===== src/rtl/trit_pkg.sv =====
// rtl/trit_pkg.sv - shared trit codes and sequencer state type
// Contents:
//   TRIT_POS / TRIT_ZERO / TRIT_NEG / TRIT_ERR : 2-bit balanced-ternary codes
//   mul_te_seq_state_t                         : IDLE / RUN / DONE sequencer states
package trit_pkg;

    localparam logic [1:0] TRIT_POS  = 2'b10;
    localparam logic [1:0] TRIT_ZERO = 2'b00;
    localparam logic [1:0] TRIT_NEG  = 2'b01;
    localparam logic [1:0] TRIT_ERR  = 2'b11;

    typedef enum logic [1:0] {
        ST_IDLE = 2'd0,
        ST_RUN  = 2'd1,
        ST_DONE = 2'd2
    } mul_te_seq_state_t;

endpackage


===== src/rtl/mul_te.sv =====
// rtl/mul_te.sv - combinational single-trit multiplier
// Ports:
//   a, b : input trits (2-bit codes from trit_pkg)
//   p    : product trit (TRIT_ERR when err is set)
//   err  : either input is the invalid code
module mul_te
    import trit_pkg::*;
(
    input  logic [1:0] a,
    input  logic [1:0] b,
    output logic [1:0] p,
    output logic       err
);

    always_comb begin
        p   = TRIT_ZERO;
        err = 1'b0;
        if (a == TRIT_ERR || b == TRIT_ERR) begin
            p   = TRIT_ERR;
            err = 1'b1;
        end else if (a == TRIT_ZERO || b == TRIT_ZERO) begin
            p = TRIT_ZERO;
        end else if (a == b) begin
            p = TRIT_POS;
        end else begin
            p = TRIT_NEG;
        end
    end

endmodule


===== src/rtl/mul_te_seq.sv =====
// rtl/mul_te_seq.sv - sequential ternary dot-product controller, one trit per clock
// Optional build macro: MUL_TE_SEQ_ABORT_EN (stop at the first invalid trit pair)
// Ports:
//   clk, rst        : clock, asynchronous active-high reset
//   start, a, b     : operation request and two N-trit operand words
//   ready/busy/done : IDLE / RUN / one-cycle DONE status
//   c               : element-wise product word
//   sum             : signed sum of valid trit products
//   err, err_idx    : sticky error flag and index of first erroring trit
module mul_te_seq
    import trit_pkg::*;
#(
    parameter int N  = 9,
    localparam int SW = $clog2(N + 1) + 1,
    localparam int EW = (N > 1) ? $clog2(N) : 1
) (
    input  logic                 clk,
    input  logic                 rst,
    input  logic                 start,
    input  logic [2*N-1:0]       a,
    input  logic [2*N-1:0]       b,
    output logic                 ready,
    output logic                 busy,
    output logic                 done,
    output logic [2*N-1:0]       c,
    output logic signed [SW-1:0] sum,
    output logic                 err,
    output logic [EW-1:0]        err_idx
);

    mul_te_seq_state_t state, state_nxt;

    logic [2*N-1:0]       a_sh, b_sh;
    logic [EW-1:0]        idx;
    logic [1:0]           prod;
    logic                 prod_err;
    logic signed [SW-1:0] inc;
    logic                 last_trit;

    // Operands shift right so the current trit pair is always in bits [1:0].
    mul_te u_mul (
        .a   (a_sh[1:0]),
        .b   (b_sh[1:0]),
        .p   (prod),
        .err (prod_err)
    );

    always_comb begin
        inc = '0;
        if (!prod_err) begin
            if (prod == TRIT_POS)      inc = SW'(1);
            else if (prod == TRIT_NEG) inc = -SW'(1);
        end
    end

    assign last_trit = (idx == EW'(N - 1));

    always_comb begin
        state_nxt = state;
        case (state)
            ST_IDLE: if (start) state_nxt = ST_RUN;
            ST_RUN: begin
                if (last_trit) state_nxt = ST_DONE;
`ifdef MUL_TE_SEQ_ABORT_EN
                if (prod_err && !err) state_nxt = ST_DONE;
`endif
            end
            ST_DONE: state_nxt = ST_IDLE;
            default: state_nxt = ST_IDLE;
        endcase
    end

    assign ready = (state == ST_IDLE);
    assign busy  = (state == ST_RUN);
    assign done  = (state == ST_DONE);

    always_ff @(posedge clk or posedge rst) begin
        if (rst) begin
            state   <= ST_IDLE;
            a_sh    <= '0;
            b_sh    <= '0;
            idx     <= '0;
            c       <= '0;
            sum     <= '0;
            err     <= 1'b0;
            err_idx <= '0;
        end else begin
            state <= state_nxt;
            case (state)
                ST_IDLE: begin
                    if (start) begin
                        a_sh    <= a;
                        b_sh    <= b;
                        idx     <= '0;
                        c       <= '0;
                        sum     <= '0;
                        err     <= 1'b0;
                        err_idx <= '0;
                    end
                end
                ST_RUN: begin
                    a_sh <= a_sh >> 2;
                    b_sh <= b_sh >> 2;
                    idx  <= idx + EW'(1);
                    if (prod_err) begin
                        c[2*idx +: 2] <= TRIT_ERR;
                        if (!err) begin
                            err     <= 1'b1;
                            err_idx <= idx;
                        end
                    end else begin
                        c[2*idx +: 2] <= prod;
                        sum           <= sum + inc;
                    end
                end
                default: ;
            endcase
        end
    end

endmodule


===== config.mk =====
export PLATFORM = sky130hd
export DESIGN_NAME = mul_te_seq
export DESIGN_NICKNAME = d
export VERILOG_FILES = /design/src/rtl/trit_pkg.sv /design/src/rtl/mul_te.sv /design/src/rtl/mul_te_seq.sv
export SDC_FILE = /design/constraint.sdc
export NUM_CORES = 1
export LEC_CHECK = 0
export BUFFER_PORTS_ARGS = -buffer_cell sky130_fd_sc_hd__buf_4
export CORE_MARGIN = 10
export CORE_UTILIZATION = 53
export CTS_BUF_LIST = sky130_fd_sc_hd__clkbuf_4 sky130_fd_sc_hd__clkbuf_8 sky130_fd_sc_hd__clkbuf_16
export CTS_CLUSTER_DIAMETER = 100
export DETAILED_ROUTE_END_ITERATION = 8
export GPL_TIMING_DRIVEN = 0
export PLACE_DENSITY = 0.78
export SYNTH_ARGS = -nofsm -noshare
export SYNTH_HDL_FRONTEND = slang
export SYNTH_HIERARCHICAL = 1
export SYNTH_SLANG_ARGS = --single-unit

===== constraint.sdc =====
create_clock -name clk -period 3.2 [get_ports clk]
set_input_delay 0.16 -clock clk [delete_from_list [all_inputs] [get_ports clk]]
set_output_delay 0.16 -clock clk [all_outputs]
set_load 0.02 [all_outputs]

# After elaboration in Yosys (flattened, before gate mapping)
# Index checks and enable logic that the tools add are counted.
[totals]
ff_bits = 70
latchBits = 0
ramBits = 0
rom_bits = 0
in_bits = 39
output_inout_bits = 31
word_cells = 68
mem_count = 0
[classes]
addsub = 3
multipliers = 0
div_mod_pow = 0
magnitude_cmp = 0
eq_ne = 13
n_shift = 3
mux = 30
bitwise_logic = 0
n_reduce_logical = 11
[op_table]
columns = ["operator", "n"]
rows = [
  ["one-hot mux 18 bit (2 select lines)", 3],
  ["two-way mux 18 bit", 4],
  ["bitwise mux 18 bit", 2],
  ["negation 5 -> 34 bit", 1],
  ["variable shift 2 x 34 -> 18 bit, first input constant", 1],
  ["indexed part select 2 x 34 -> 18 bit", 1],
  ["indexed part select 2 x 34 -> 18 bit, first input constant", 1],
  ["two-way mux 5 bit", 5],
  ["one-hot mux 4 bit (2 select lines)", 2],
  ["two-way mux 4 bit", 3],
  ["two-way mux 2 bit", 5],
  ["one-hot mux 5 bit (2 select lines)", 1],
  ["== test 2 bit, second input constant", 4],
  ["zero test 2 bit", 3],
  ["!= test 2 bit, second input constant", 3],
  ["AND reduction 3 bit", 2],
  ["adder 5 bit", 1],
  ["adder 4 x 1 -> 4 bit, second input constant", 1],
  ["== test 2 x 1 -> 1 bit, second input constant", 2],
  ["== test 4 bit, second input constant", 1],
  ["!= test 2 x 1 -> 1 bit, second input constant", 2],
  ["one-hot mux 2 bit (2 select lines)", 1],
  ["AND reduction 2 bit", 2],
  ["AND reduction 4 bit", 1],
  ["5 further kinds", 8],
]

# Longest topological paths before layout
# Gate-level depths: netlist of run 1.
[depth]
word_depth = 11
ltp_mapped = 10
depth_no_buf = 10

# Modules after synthesis
# Netlist of run 1, hierarchy kept.
[modules_own_cells]
columns = ["mod", "instances", "cells_per_inst", "area_each_um2", "seq_area_each_um2"]
rows = [
  ["mul_te_seq", 1, 347, 3360.7, 1751.7],
  ["mul_te", 1, 3, 26.3, 0.0],
]

# Worst setup path before layout of run 1
# Ideal clock, no wire load.
[synth_timing]
path_kind = "register -> register"
from = "register a_sh[0]"
to = "register sum[4]"
setup_ns = 0.135
arrival_time_ns = 2.039
t_required_ns = 3.065
slack_ns = 1.026
path_stages_with_launch = 10
n_path_buf = 0
synth_period_minus_slack_ns = 2.174
cell_sequence = "dfrtp_1 o22a_1 ha_1 nor2_1 ha_1 fa_1 a21o_1 a21oi_1 xnor2_1 mux2i_1"
[synth_via]
elab_chain_len = 11
elab_cells_between_ends = 19
cone_classes = "add/sub (1); eq/ne (5); mux (9); reduce/logical (4)"
[synth_lines]
columns = ["item", "line", "text"]
rows = [
  ["start, declared", "mul_te_seq.sv:33", "logic [2*N-1:0] a_sh, b_sh;"],
  ["start signal, assigned", "mul_te_seq.sv:102", "a_sh <= a_sh >> 2;"],
  ["== test 2 bit or zero test 2 bit (tied branches)", "mul_te.sv:23, mul_te.sv:21", ""],
  ["two-way mux 2 bit or logical OR 1 bit (tied branches)", "mul_te.sv:23, mul_te.sv:21", ""],
  ["two-way mux 2 bit", "mul_te.sv:21", "end else if (a == TRIT_ZERO || b == TRIT_ZERO) begin"],
  ["two-way mux 2 bit *", "mul_te.sv:18", "if (a == TRIT_ERR || b == TRIT_ERR) begin"],
  ["named net prod[0]", "mul_te_seq.sv:35", "logic [1:0] prod;"],
  ["== test 2 x 1 -> 1 bit", "mul_te_seq.sv:52", "else if (prod == TRIT_NEG) inc = -SW'(1);"],
  ["two-way mux 5 bit", "mul_te_seq.sv:52", ""],
  ["two-way mux 5 bit *", "mul_te_seq.sv:51", "if (prod == TRIT_POS) inc = SW'(1);"],
  ["two-way mux 5 bit *", "mul_te_seq.sv:50", "if (!prod_err) begin"],
  ["adder 5 bit *", "mul_te_seq.sv:113", "sum <= sum + inc;"],
  ["two-way mux 5 bit *", "mul_te_seq.sv:105", "if (prod_err) begin"],
  ["one-hot mux 5 bit (2 select lines) *", "mul_te_seq.sv:89", "case (state)"],
  ["end signal, assigned", "mul_te_seq.sv:113", ""],
  ["end, declared", "mul_te_seq.sv:26", "output logic signed [SW-1:0] sum,"],
]
# The timed path passes the listed nets; every way through them passes the cells marked *. The select of a mux whose other input is x is not followed.
# A chain may end at the register's enable or synchronous reset.

# Worst setup path in the final report of run 1
[layout_timing]
from = "register a_sh[1]"
to = "register sum[4]"
[layout_via]
elab_cells_between_ends = 19
cone_classes = "add/sub (1); eq/ne (5); mux (9); reduce/logical (4)"
[layout_lines]
columns = ["item", "line", "text"]
rows = [
  ["== test 2 bit *", "mul_te.sv:18", ""],
  ["logical OR 1 bit *", "mul_te.sv:18", ""],
  ["two-way mux 1 bit *", "mul_te.sv:18", ""],
  ["named net prod_err", "mul_te_seq.sv:36", "logic prod_err;"],
  ["two-way mux 5 bit", "mul_te_seq.sv:50", ""],
  ["adder 5 bit", "mul_te_seq.sv:113", ""],
  ["two-way mux 5 bit", "mul_te_seq.sv:105", ""],
  ["one-hot mux 5 bit (2 select lines)", "mul_te_seq.sv:89", ""],
]
# Marked as above.

==> flow_metrics.tcl, run 1 <==
set metrics [dict create \
    gp_congestion 0.900 \
    fin_area_sq_um 4230 \
    die_h_um 99.9 \
    wl_per_cell_um 15.9 \
    yosysUniqueCellTypes 43 \
    ys_seq_area_share_pct 51.7 \
    maxCapViolCount 0 \
    switching_share_pct 42.6 \
    crit_type "register to register" \
    rsz0062_at_grt "false" \
    rows 29 \
    mostFrequentLayoutCells "nor2_1 (78), buf_4 (73), dfrtp_1 (70)" \
    placed_area_sq_um 4000 \
    layout_commonest_cell "nor2_1" \
    synth_edf_count 0 \
    grt_usage_pct 16.8 \
    die_w_um 99.9 \
    p_seq_share_pct 33.3 \
    vias 2810 \
    dominantRegCellSynth "dfrtp_1" \
    first_pass_iters 4 \
    cts_buffer_depth 2 \
    drive_above_1_share_pct 24.6 \
    dp_hpwl_mm 5.93 \
    syn_area_per_cell_sq_um 9.68 \
    ys_warn_count 6 \
    hold_ws_ns -0.0347 \
    grt_pass1_wl_mm 13.8 \
    layout_min_cycle_time_ns 2.45 \
    path_clk_slew_ns 0.08 \
    routed_wl_mm 8.13 \
    cts_hold_buffers 0 \
    drtAntennaViolNets 0 \
    start_kind "register" \
    grt_pass1_vias 2891 \
    io_pins 70 \
    antenna_found_initial 0 \
    clock_latency_ns 0.34 \
    hold_viol 21 \
    finClkSkew_ns 0.00728 \
    cp.required_ns 3.40 \
    finalCritPeriodShare_pct 76.5 \
    power_density_nw_per_um2 1070 \
    syn-num-nets 400 \
    hp-class "input pin to async pin" \
    worstMarginPinSlew_ns 0.856 \
    slew_viol_final 0 \
    clock-root-buffer "clkbuf_8" \
    power.share.combinational_pct 49.0 \
    cts_sinks 70 \
    remaining_drc_errors 0 \
    crit_path_max_fanout 10 \
    relSlewSlack_pct 42.9 \
    netlist_area_sq_um 3390 \
    violations "hold timing" \
    antenna_cells 0 \
    status "finished, violations left" \
    cts_tree "yes" \
    setup_viol 0 \
    leakagePower_nw 2.04 \
    p_clk_share_pct 17.8 \
    p_sw_w 0.00193 \
    core_area_sq_um 6280 \
    area_delta_synth_final_pct 24.8 \
    tns_ns 0 \
    ys_ff_latch 70 \
    grt_max_degree 71 \
    internal_power_w 0.00260 \
    numPortBuffers 69 \
    final_nets 480 \
    start_util_pct 54.0 \
    syn-instance-count 350 \
    ir_drop_v 0.000514 \
    cts_setup_buffers 0 \
    async_flop_share_pct 100 \
    post_cts_resized 0 \
    overflow 0 \
    worst_setup_path_end_kind "register" \
    finalPower_w 0.00453 \
    h-tree-depth 3 \
    die_area_sq_um 9990 \
    fmax_mhz 408 \
    viasPerCell 5.49 \
    arrival_ns 2.65 \
    drtIter0Drc 171 \
    cts-buffers-inserted 9 \
]
layout make-up:
cell class / count / area (sq um)
buffer: 20 / 98.8
clock buffer: 10 / 138
clock inverter: 6 / 85.1
fill: 503 / 2050
inverter: 8 / 32.5
multi-input combinational: 252 / 1510
sequential: 70 / 1750
tap: 77 / 96.3
timing repair buffer: 69 / 518
registers in the layout, indices dropped and copies added (netlist names):
register	count
a_sh	18
b_sh	18
c	18
sum	5
err_idx	4
idx	4
state	2
err	1
metrics by stage:
stage	hold WS [ns]	utilization [%]	worst slack (ns)	std cells
after floorplan	0.265	-	1.03	350
after global placement	0.359	63.7	0.457	496
after detailed placement	0.360	63.8	0.775	496
after CTS	0.000944	67.3	0.752	512
after global routing	0.00834	67.3	0.552	512
final	-0.0347	67.3	0.751	512
cells by family after synthesis:
group / Yosys count / synth area share [%]
xor gates and xnor gates: 6 / 1.77
buffers and inverters: 28 / 3.80
AOI/OAI and AO/OA: 63 / 12.2
muxes: 19 / 5.62
DFF: 70 / 51.7
and+or+nand+nor: 153 / 20.7
adders and majority gates: 11 / 4.29
worst max-delay path: stages (launching register included):
cell,delay [ns]
dfrtp_1,0.39
a22o_1,0.22
clkbuf_1,0.37
nor2_1,0.11
ha_1,0.23
fa_1,0.41
a21o_1,0.17
a21oi_1,0.18
xnor2_1,0.13
mux2i_1,0.10
synthesized netlist by cell type, types with 3 or more instances:
| cell | number | area share, % |
|---|---|---|
| nand3_1 | 6 | 0.89 |
| dfrtp_1 | 70 | 52 |
| buf_1 | 5 | 0.55 |
| o22ai_1 | 33 | 6.1 |
| mux2i_1 | 19 | 5.6 |
| buf_2 | 6 | 0.89 |
| a31oi_1 | 4 | 0.74 |
| and2_1 | 4 | 0.74 |
| a21oi_1 | 6 | 0.89 |
| a22o_1 | 6 | 1.6 |
| o21ai_0 | 8 | 1.2 |
| nor2_1 | 78 | 8.6 |
| xnor2_1 | 4 | 1.0 |
| nand2_1 | 41 | 4.5 |
| nor2b_1 | 3 | 0.55 |
| ha_1 | 10 | 3.7 |
| nand2b_1 | 5 | 0.92 |
| buf_4 | 4 | 0.89 |
| clkbuf_1 | 4 | 0.44 |
| inv_1 | 7 | 0.78 |
power groups by stage:
stage	Clock (W)	Sequential [W]	Combinational, W
2_1_floorplan	0	0.00161	0.00146
3_3_place_gp	0	0.00150	0.00215
3_5_place_dp	0	0.00152	0.00222
4_1_cts	0.000813	0.00151	0.00223
5_1_grt	0.000853	0.00155	0.00248
6_report	0.000803	0.00151	0.00222
final timing paths:
kind	start	end	slack, ns	cells past startpoint
worst max-delay path	a_sh[1]	sum[4]	0.75	9
worst min-delay path	rst	b_sh[2]	-0.03	2
worst max register to register	a_sh[1]	sum[4]	0.75	9
worst min register to register	b_sh[5]	b_sh[5]	0.50	2
max in group asynchronous	rst	a_sh[14]	2.64	2
min in group clk	b[16]	b_sh[16]	0.01	3
routing by layer:
layer	vias up	track usage [%]	share of wire, %
met5	-	0	0
met4	0	6.50	1.4
met3	12	5.49	7.0
met2	67	26.3	47
met1	1364	21.1	45
li1	1367	-	-
Note: power is estimated with default switching activity, not from simulation.
==> run 2, diff against run 1 <==
--- a/config.mk
+++ b/config.mk
@@ -7,12 +7,12 @@
 export LEC_CHECK = 0
 export BUFFER_PORTS_ARGS = -buffer_cell sky130_fd_sc_hd__buf_4
 export CORE_MARGIN = 10
-export CORE_UTILIZATION = 53
+export CORE_UTILIZATION = 49
 export CTS_BUF_LIST = sky130_fd_sc_hd__clkbuf_4 sky130_fd_sc_hd__clkbuf_8 sky130_fd_sc_hd__clkbuf_16
 export CTS_CLUSTER_DIAMETER = 100
 export DETAILED_ROUTE_END_ITERATION = 8
 export GPL_TIMING_DRIVEN = 0
-export PLACE_DENSITY = 0.78
+export PLACE_DENSITY = 0.75
 export SYNTH_ARGS = -nofsm -noshare
 export SYNTH_HDL_FRONTEND = slang
 export SYNTH_HIERARCHICAL = 1
==> constraint.sdc (replaced) <==
create_clock -name clk -period 2.05 [get_ports clk]
set_input_delay 0.1025 -clock clk [delete_from_list [all_inputs] [get_ports clk]]
set_output_delay 0.1025 -clock clk [all_outputs]
set_load 0.02 [all_outputs]
==> run 2 against run 1 <==
  * The run ends with setup timing left
  * Via count rose by 4.8%
  * Maximum frequency increased by 10%
  * Cell area grew 7.2%
  * Setup slack got worse by 0.92 ns
  * Clock skew grew 0.0077 ns
  * Largest cell class unchanged
  * Largest power group unchanged
  * Highest routed layer unchanged
==> flow_metrics.tcl, run 2 (synthesized netlist as in run 1, its figures left out) <==
set metrics [dict create \
    layout_min_cycle_time_ns 2.22 \
    crit_top_cell "ha_4" \
    grt_pass1_wl_mm 14.1 \
    finClkSkew_ns 0.0150 \
    drtIter0Drc 170 \
    cts-buffers-inserted 9 \
    worst_setup_path_end_kind "register" \
    fmax_mhz 451 \
    io_pins 70 \
    path_clk_slew_ns 0.08 \
    drtAntennaViolNets 0 \
    clock-root-buffer "clkbuf_8" \
    clock_latency_ns 0.35 \
    die_w_um 103 \
    viasPerCell 5.52 \
    multiInputGateArea_sq_um 1650 \
    finalCritPeriodShare_pct 108 \
    first_pass_iters 5 \
    setup_viol 6 \
    overflow 0 \
    cpMaxStageDelayCell "dfrtp_1" \
    crit_type "register to register" \
    fin_ws_ns -0.166 \
    slew_viol_final 0 \
    mostFrequentLayoutCells "buf_4 (87), nor2_1 (77), dfrtp_1 (69)" \
    hp-class "input pin to register" \
    status "finished, violations left" \
    seq_area_sq_um 1750 \
    num-fill-cells 534 \
    grt_usage_pct 16.8 \
    start_util_pct 50.1 \
    core_area_sq_um 6760 \
    path_buf_inv 1 \
    relSlewSlack_pct 44.1 \
    grt_pass1_vias 2937 \
    rows 30 \
    hold_ws_ns 0.0182 \
    rsz0062_at_grt "true" \
    layout_commonest_cell "buf_4" \
    dp_slack_ns -0.294 \
    arrival_ns 2.43 \
    maxCapViolCount 0 \
    leakagePower_nw 2.14 \
    power_density_nw_per_um2 1710 \
    antenna_cells 0 \
    vias 2944 \
    antenna_found_initial 0 \
    cts_sinks 70 \
    violations "setup timing" \
    remaining_drc_errors 0 \
    crit_path_max_fanout 4 \
    placed_area_sq_um 4020 \
    fin_area_sq_um 4530 \
    wl_per_cell_um 16.5 \
    final_nets 498 \
    ir_drop_v 0.000750 \
    area_delta_synth_final_pct 33.7 \
    die_h_um 103 \
    routed_wl_mm 8.78 \
    path_delay_family "adder cells" \
    cp.required_ns 2.27 \
    worstMarginPinSlew_ns 0.839 \
    cts_buffer_depth 2 \
    dp_hpwl_mm 5.99 \
    slowest_delay_ns 0.42 \
    hold_viol 0 \
    die_area_sq_um 10600 \
    grt_max_degree 71 \
    h-tree-depth 3 \
    numPortBuffers 69 \
    gp_congestion 0.863 \
    drive_above_1_share_pct 30.7 \
    cts_tree "yes" \
    start_kind "register" \
    top_regs "a_sh x18, b_sh x18, c x18" \
    cp_cell_sequence "o22a_1 -> inv_2 -> ha_4 -> nor2_4 -> ha_4 -> fa_2 -> a21o_1 -> a21oi_2 -> xnor2_1 -> mux2i_1" \
]
==> run 2: changes by cell type in the layout (fill, tap and decap cells not counted), sizes merged <==
cell         before  now
clkinv            2    3
bufinv            2    1
dlygate4sd3       0    5
buf              84   97
==> run 2: final timing paths <==
path | from | end | slack (ns) | cells after the start
min reg2reg | b_sh[8] | b_sh[8] | 0.50 | 2
max | b_sh[0] | sum[4] | -0.17 | 10
max in group asynchronous | rst | idx[0] | 0.98 | 3
min | b[13] | b_sh[13] | 0.02 | 3
min in group asynchronous | rst | b_sh[8] | 0.48 | 3
max reg2reg | b_sh[0] | sum[4] | -0.17 | 10
==> run 2: timing repair <==
item                                    4_1_cts  5_1_grt
pin swaps                                     5        9
endpoints found under the hold margin        74        0
endpoints found under the setup margin       22       19
resized for setup                            16       14
setup buffers                                11        2
hold buffers                                  5        0
==> run 2: layout make-up <==
type                            count  share of cell area (%)
Buffer                             20                    2.51
Timing Repair Buffer               87                    14.7
Clock buffer                       10                    3.04
Inverter                            8                   0.801
Tap cell                           80                    2.21
Sequential cell                    70                    38.7
Clock inverter                      6                    1.52
Multi-Input combinational cell    252                    36.5
==> run 2: report_power, final <==
part           switching (W)  internal [W]  total (W)
combinational        0.00242       0.00184    0.00425
sequential          0.000388       0.00197    0.00236
clock               0.000549      0.000601    0.00115
==> run 2: worst register-to-register path, cell delays in order (launching register included) <==
cell	delay, ns
dfrtp_1	0.42
o22a_1	0.24
inv_2	0.08
ha_4	0.28
nor2_4	0.04
ha_4	0.16
fa_2	0.34
a21o_1	0.18
a21oi_2	0.13
xnor2_1	0.13
mux2i_1	0.09
==> run 2: layer usage <==
layer | wire length, um | global-route usage [%]
met1 | 3820 | 21.8
met2 | 4270 | 26.4
met3 | 548 | 3.75
met4 | 141 | 7.17
met5 | 0 | 0
==> run 2: stage by stage <==
stage               util, %  cells  power [W]  setup TNS (ns)
finish                 67.0    533    0.00776          -0.607
global placement       59.4    499    0.00576          -49.79
detailed placement     59.5    499    0.00588           -2.70
global route           67.0    533    0.00833           -1.32
floorplan                 -    350    0.00482         -0.0315
CTS                    65.5    531    0.00745          -0.283
==> run 3, diff against run 2 <==
--- a/config.mk
+++ b/config.mk
@@ -12,7 +12,7 @@
 export CTS_CLUSTER_DIAMETER = 100
 export DETAILED_ROUTE_END_ITERATION = 8
 export GPL_TIMING_DRIVEN = 0
-export PLACE_DENSITY = 0.75
+export PLACE_DENSITY = 0.81
 export SYNTH_ARGS = -nofsm -noshare
 export SYNTH_HDL_FRONTEND = slang
 export SYNTH_HIERARCHICAL = 1
==> run 3 against run 2 <==
  * Global-route usage rose by 0.20 points
  * Clock power fell by 10%
  * The flow still finishes with violations (setup timing)
  * Sequential power barely moved
  * Total power fell by 1.8%
==> flow_metrics.tcl, run 3 (synthesized netlist as in run 1, its figures left out) <==
set metrics [dict create \
    status "finished, violations left" \
    violations "setup timing" \
    remaining_drc_errors 0 \
    path_buf_inv 0 \
    wl_per_cell_um 16.8 \
    seq_area_sq_um 1750 \
    relSlewSlack_pct 42.7 \
    maxCapViolCount 0 \
    top_regs "a_sh x18, b_sh x18, c x18" \
    overflow 0 \
    arrival_ns 2.48 \
    cts_tree "yes" \
    cp.required_ns 2.27 \
    cts_buffer_depth 2 \
    grt_pass1_vias 2976 \
    cts-buffers-inserted 9 \
    startpoint "a_sh[0]" \
    slowest_delay_ns 0.41 \
    path_clk_slew_ns 0.08 \
    start_kind "register" \
    tns_ns -0.244 \
    grt_pass1_wl_mm 14.3 \
    setup_viol 2 \
    die_area_sq_um 10600 \
    timing.rr.start "a_sh[0]" \
    power_density_nw_per_um2 1690 \
    area_delta_synth_final_pct 33.1 \
    layout_min_cycle_time_ns 2.26 \
    multiInputGateArea_sq_um 1650 \
    placed_area_sq_um 4020 \
    clock-root-buffer "clkbuf_8" \
    grt_usage_pct 17.0 \
    rsz0062_at_grt "true" \
    antenna_found_initial 0 \
    hold_path.startpoint "a[5]" \
    cpMaxStageDelayCell "dfrtp_1" \
    num-fill-cells 516 \
    first_pass_iters 5 \
    crit_path_max_fanout 4 \
    h-tree-depth 3 \
    viasPerCell 5.56 \
    die_h_um 103 \
    io_pins 70 \
    worst_setup_path_end_kind "register" \
    fmax_mhz 443 \
    clock_latency_ns 0.36 \
    rows 30 \
    crit_type "register to register" \
    core_area_sq_um 6760 \
    cp_cell_sequence "o22a_1 -> ha_4 -> nor2_2 -> ha_2 -> fa_2 -> a21o_1 -> a21oi_2 -> xnor2_1 -> mux2i_1" \
    fin_ws_ns -0.209 \
    leakagePower_nw 2.12 \
    fin_area_sq_um 4510 \
    vias 2963 \
    grt_max_degree 71 \
    drive_above_1_share_pct 30.7 \
    layout_commonest_cell "buf_4" \
    dp_hpwl_mm 6.01 \
    finClkSkew_ns 0.0115 \
    antenna_cells 0 \
    gp_congestion 0.867 \
    drtIter0Drc 168 \
    path_delay_family "adder cells" \
    mostFrequentLayoutCells "buf_4 (86), nor2_1 (76), dfrtp_1 (69)" \
    die_w_um 103 \
    cts_sinks 70 \
    routed_wl_mm 8.95 \
    numPortBuffers 69 \
    hold_ws_ns 0.0207 \
    worstMarginPinSlew_ns 0.859 \
    hp-class "input pin to register" \
    hold_viol 0 \
    drtAntennaViolNets 0 \
    finalCritPeriodShare_pct 110 \
    final_nets 498 \
    ir_drop_v 0.000765 \
    slew_viol_final 0 \
    start_util_pct 50.1 \
]
-- run 3: layer usage --
metal | vias up | GRT usage (%) | wire, um
li1 | 1399 | - | -
met3 | 19 | 5.03 | 631
met4 | 0 | 8.13 | 211
met1 | 1432 | 21.4 | 3730
met2 | 113 | 26.2 | 4380
met5 | - | 0 | 0
-- run 3: timing repair --
| item | CTS | global route |
|---|---|---|
| buffers inserted | 6 | 7 |
| gates resized for setup | 13 | 17 |
| pin swaps | 7 | 14 |
| setup endpoints to repair | 20 | 17 |
| hold buffers | 5 | 0 |
| hold endpoints to repair | 74 | 0 |
-- run 3: worst paths after layout --
| kind | end | slack (ns) | cells after the start |
|---|---|---|---|
| worst max register to register | sum[4] | -0.21 | 9 |
| worst min register to register | b_sh[3] | 0.50 | 2 |
| min in group asynchronous | err_idx[1] | 0.48 | 3 |
| worst min-delay path | a_sh[5] | 0.02 | 3 |
| worst max-delay path | sum[4] | -0.21 | 9 |
| max in group asynchronous | idx[0] | 0.96 | 3 |
-- run 3: cell type report --
type                       instances  share of cell area [%]
timing repair buffer              87                    15.0
buffer                            20                    2.61
sequential                        70                    38.9
multi-input combinational        252                    36.5
clock buffer                       9                    2.75
clock inverter                     7                    1.28
inverter                           8                   0.722
tap                               80                    2.22
-- run 3: tightest hold or removal path: stages --
cell and delay, ns:
buf_4 0.08, o22ai_1 0.07, nor2_1 0.09
-- run 3: through the flow --
| stage | instances | setup slack, ns | util [%] | power [W] |
|---|---|---|---|---|
| finish | 533 | -0.209 | 66.7 | 0.00762 |
| global route | 533 | -0.295 | 66.7 | 0.00821 |
| CTS | 526 | -0.141 | 64.3 | 0.00717 |
| detailed placement | 499 | -0.339 | 59.5 | 0.00587 |
| global placement | 499 | -0.641 | 59.4 | 0.00576 |
| floorplan | 350 | -0.0315 | - | 0.00482 |
-- run 3: power by group --
group	switching (W)	internal [W]	leakage, nW
sequential	0.000386	0.00197	0.879
clock	0.000584	0.000450	0.0824
combinational	0.00241	0.00183	1.16
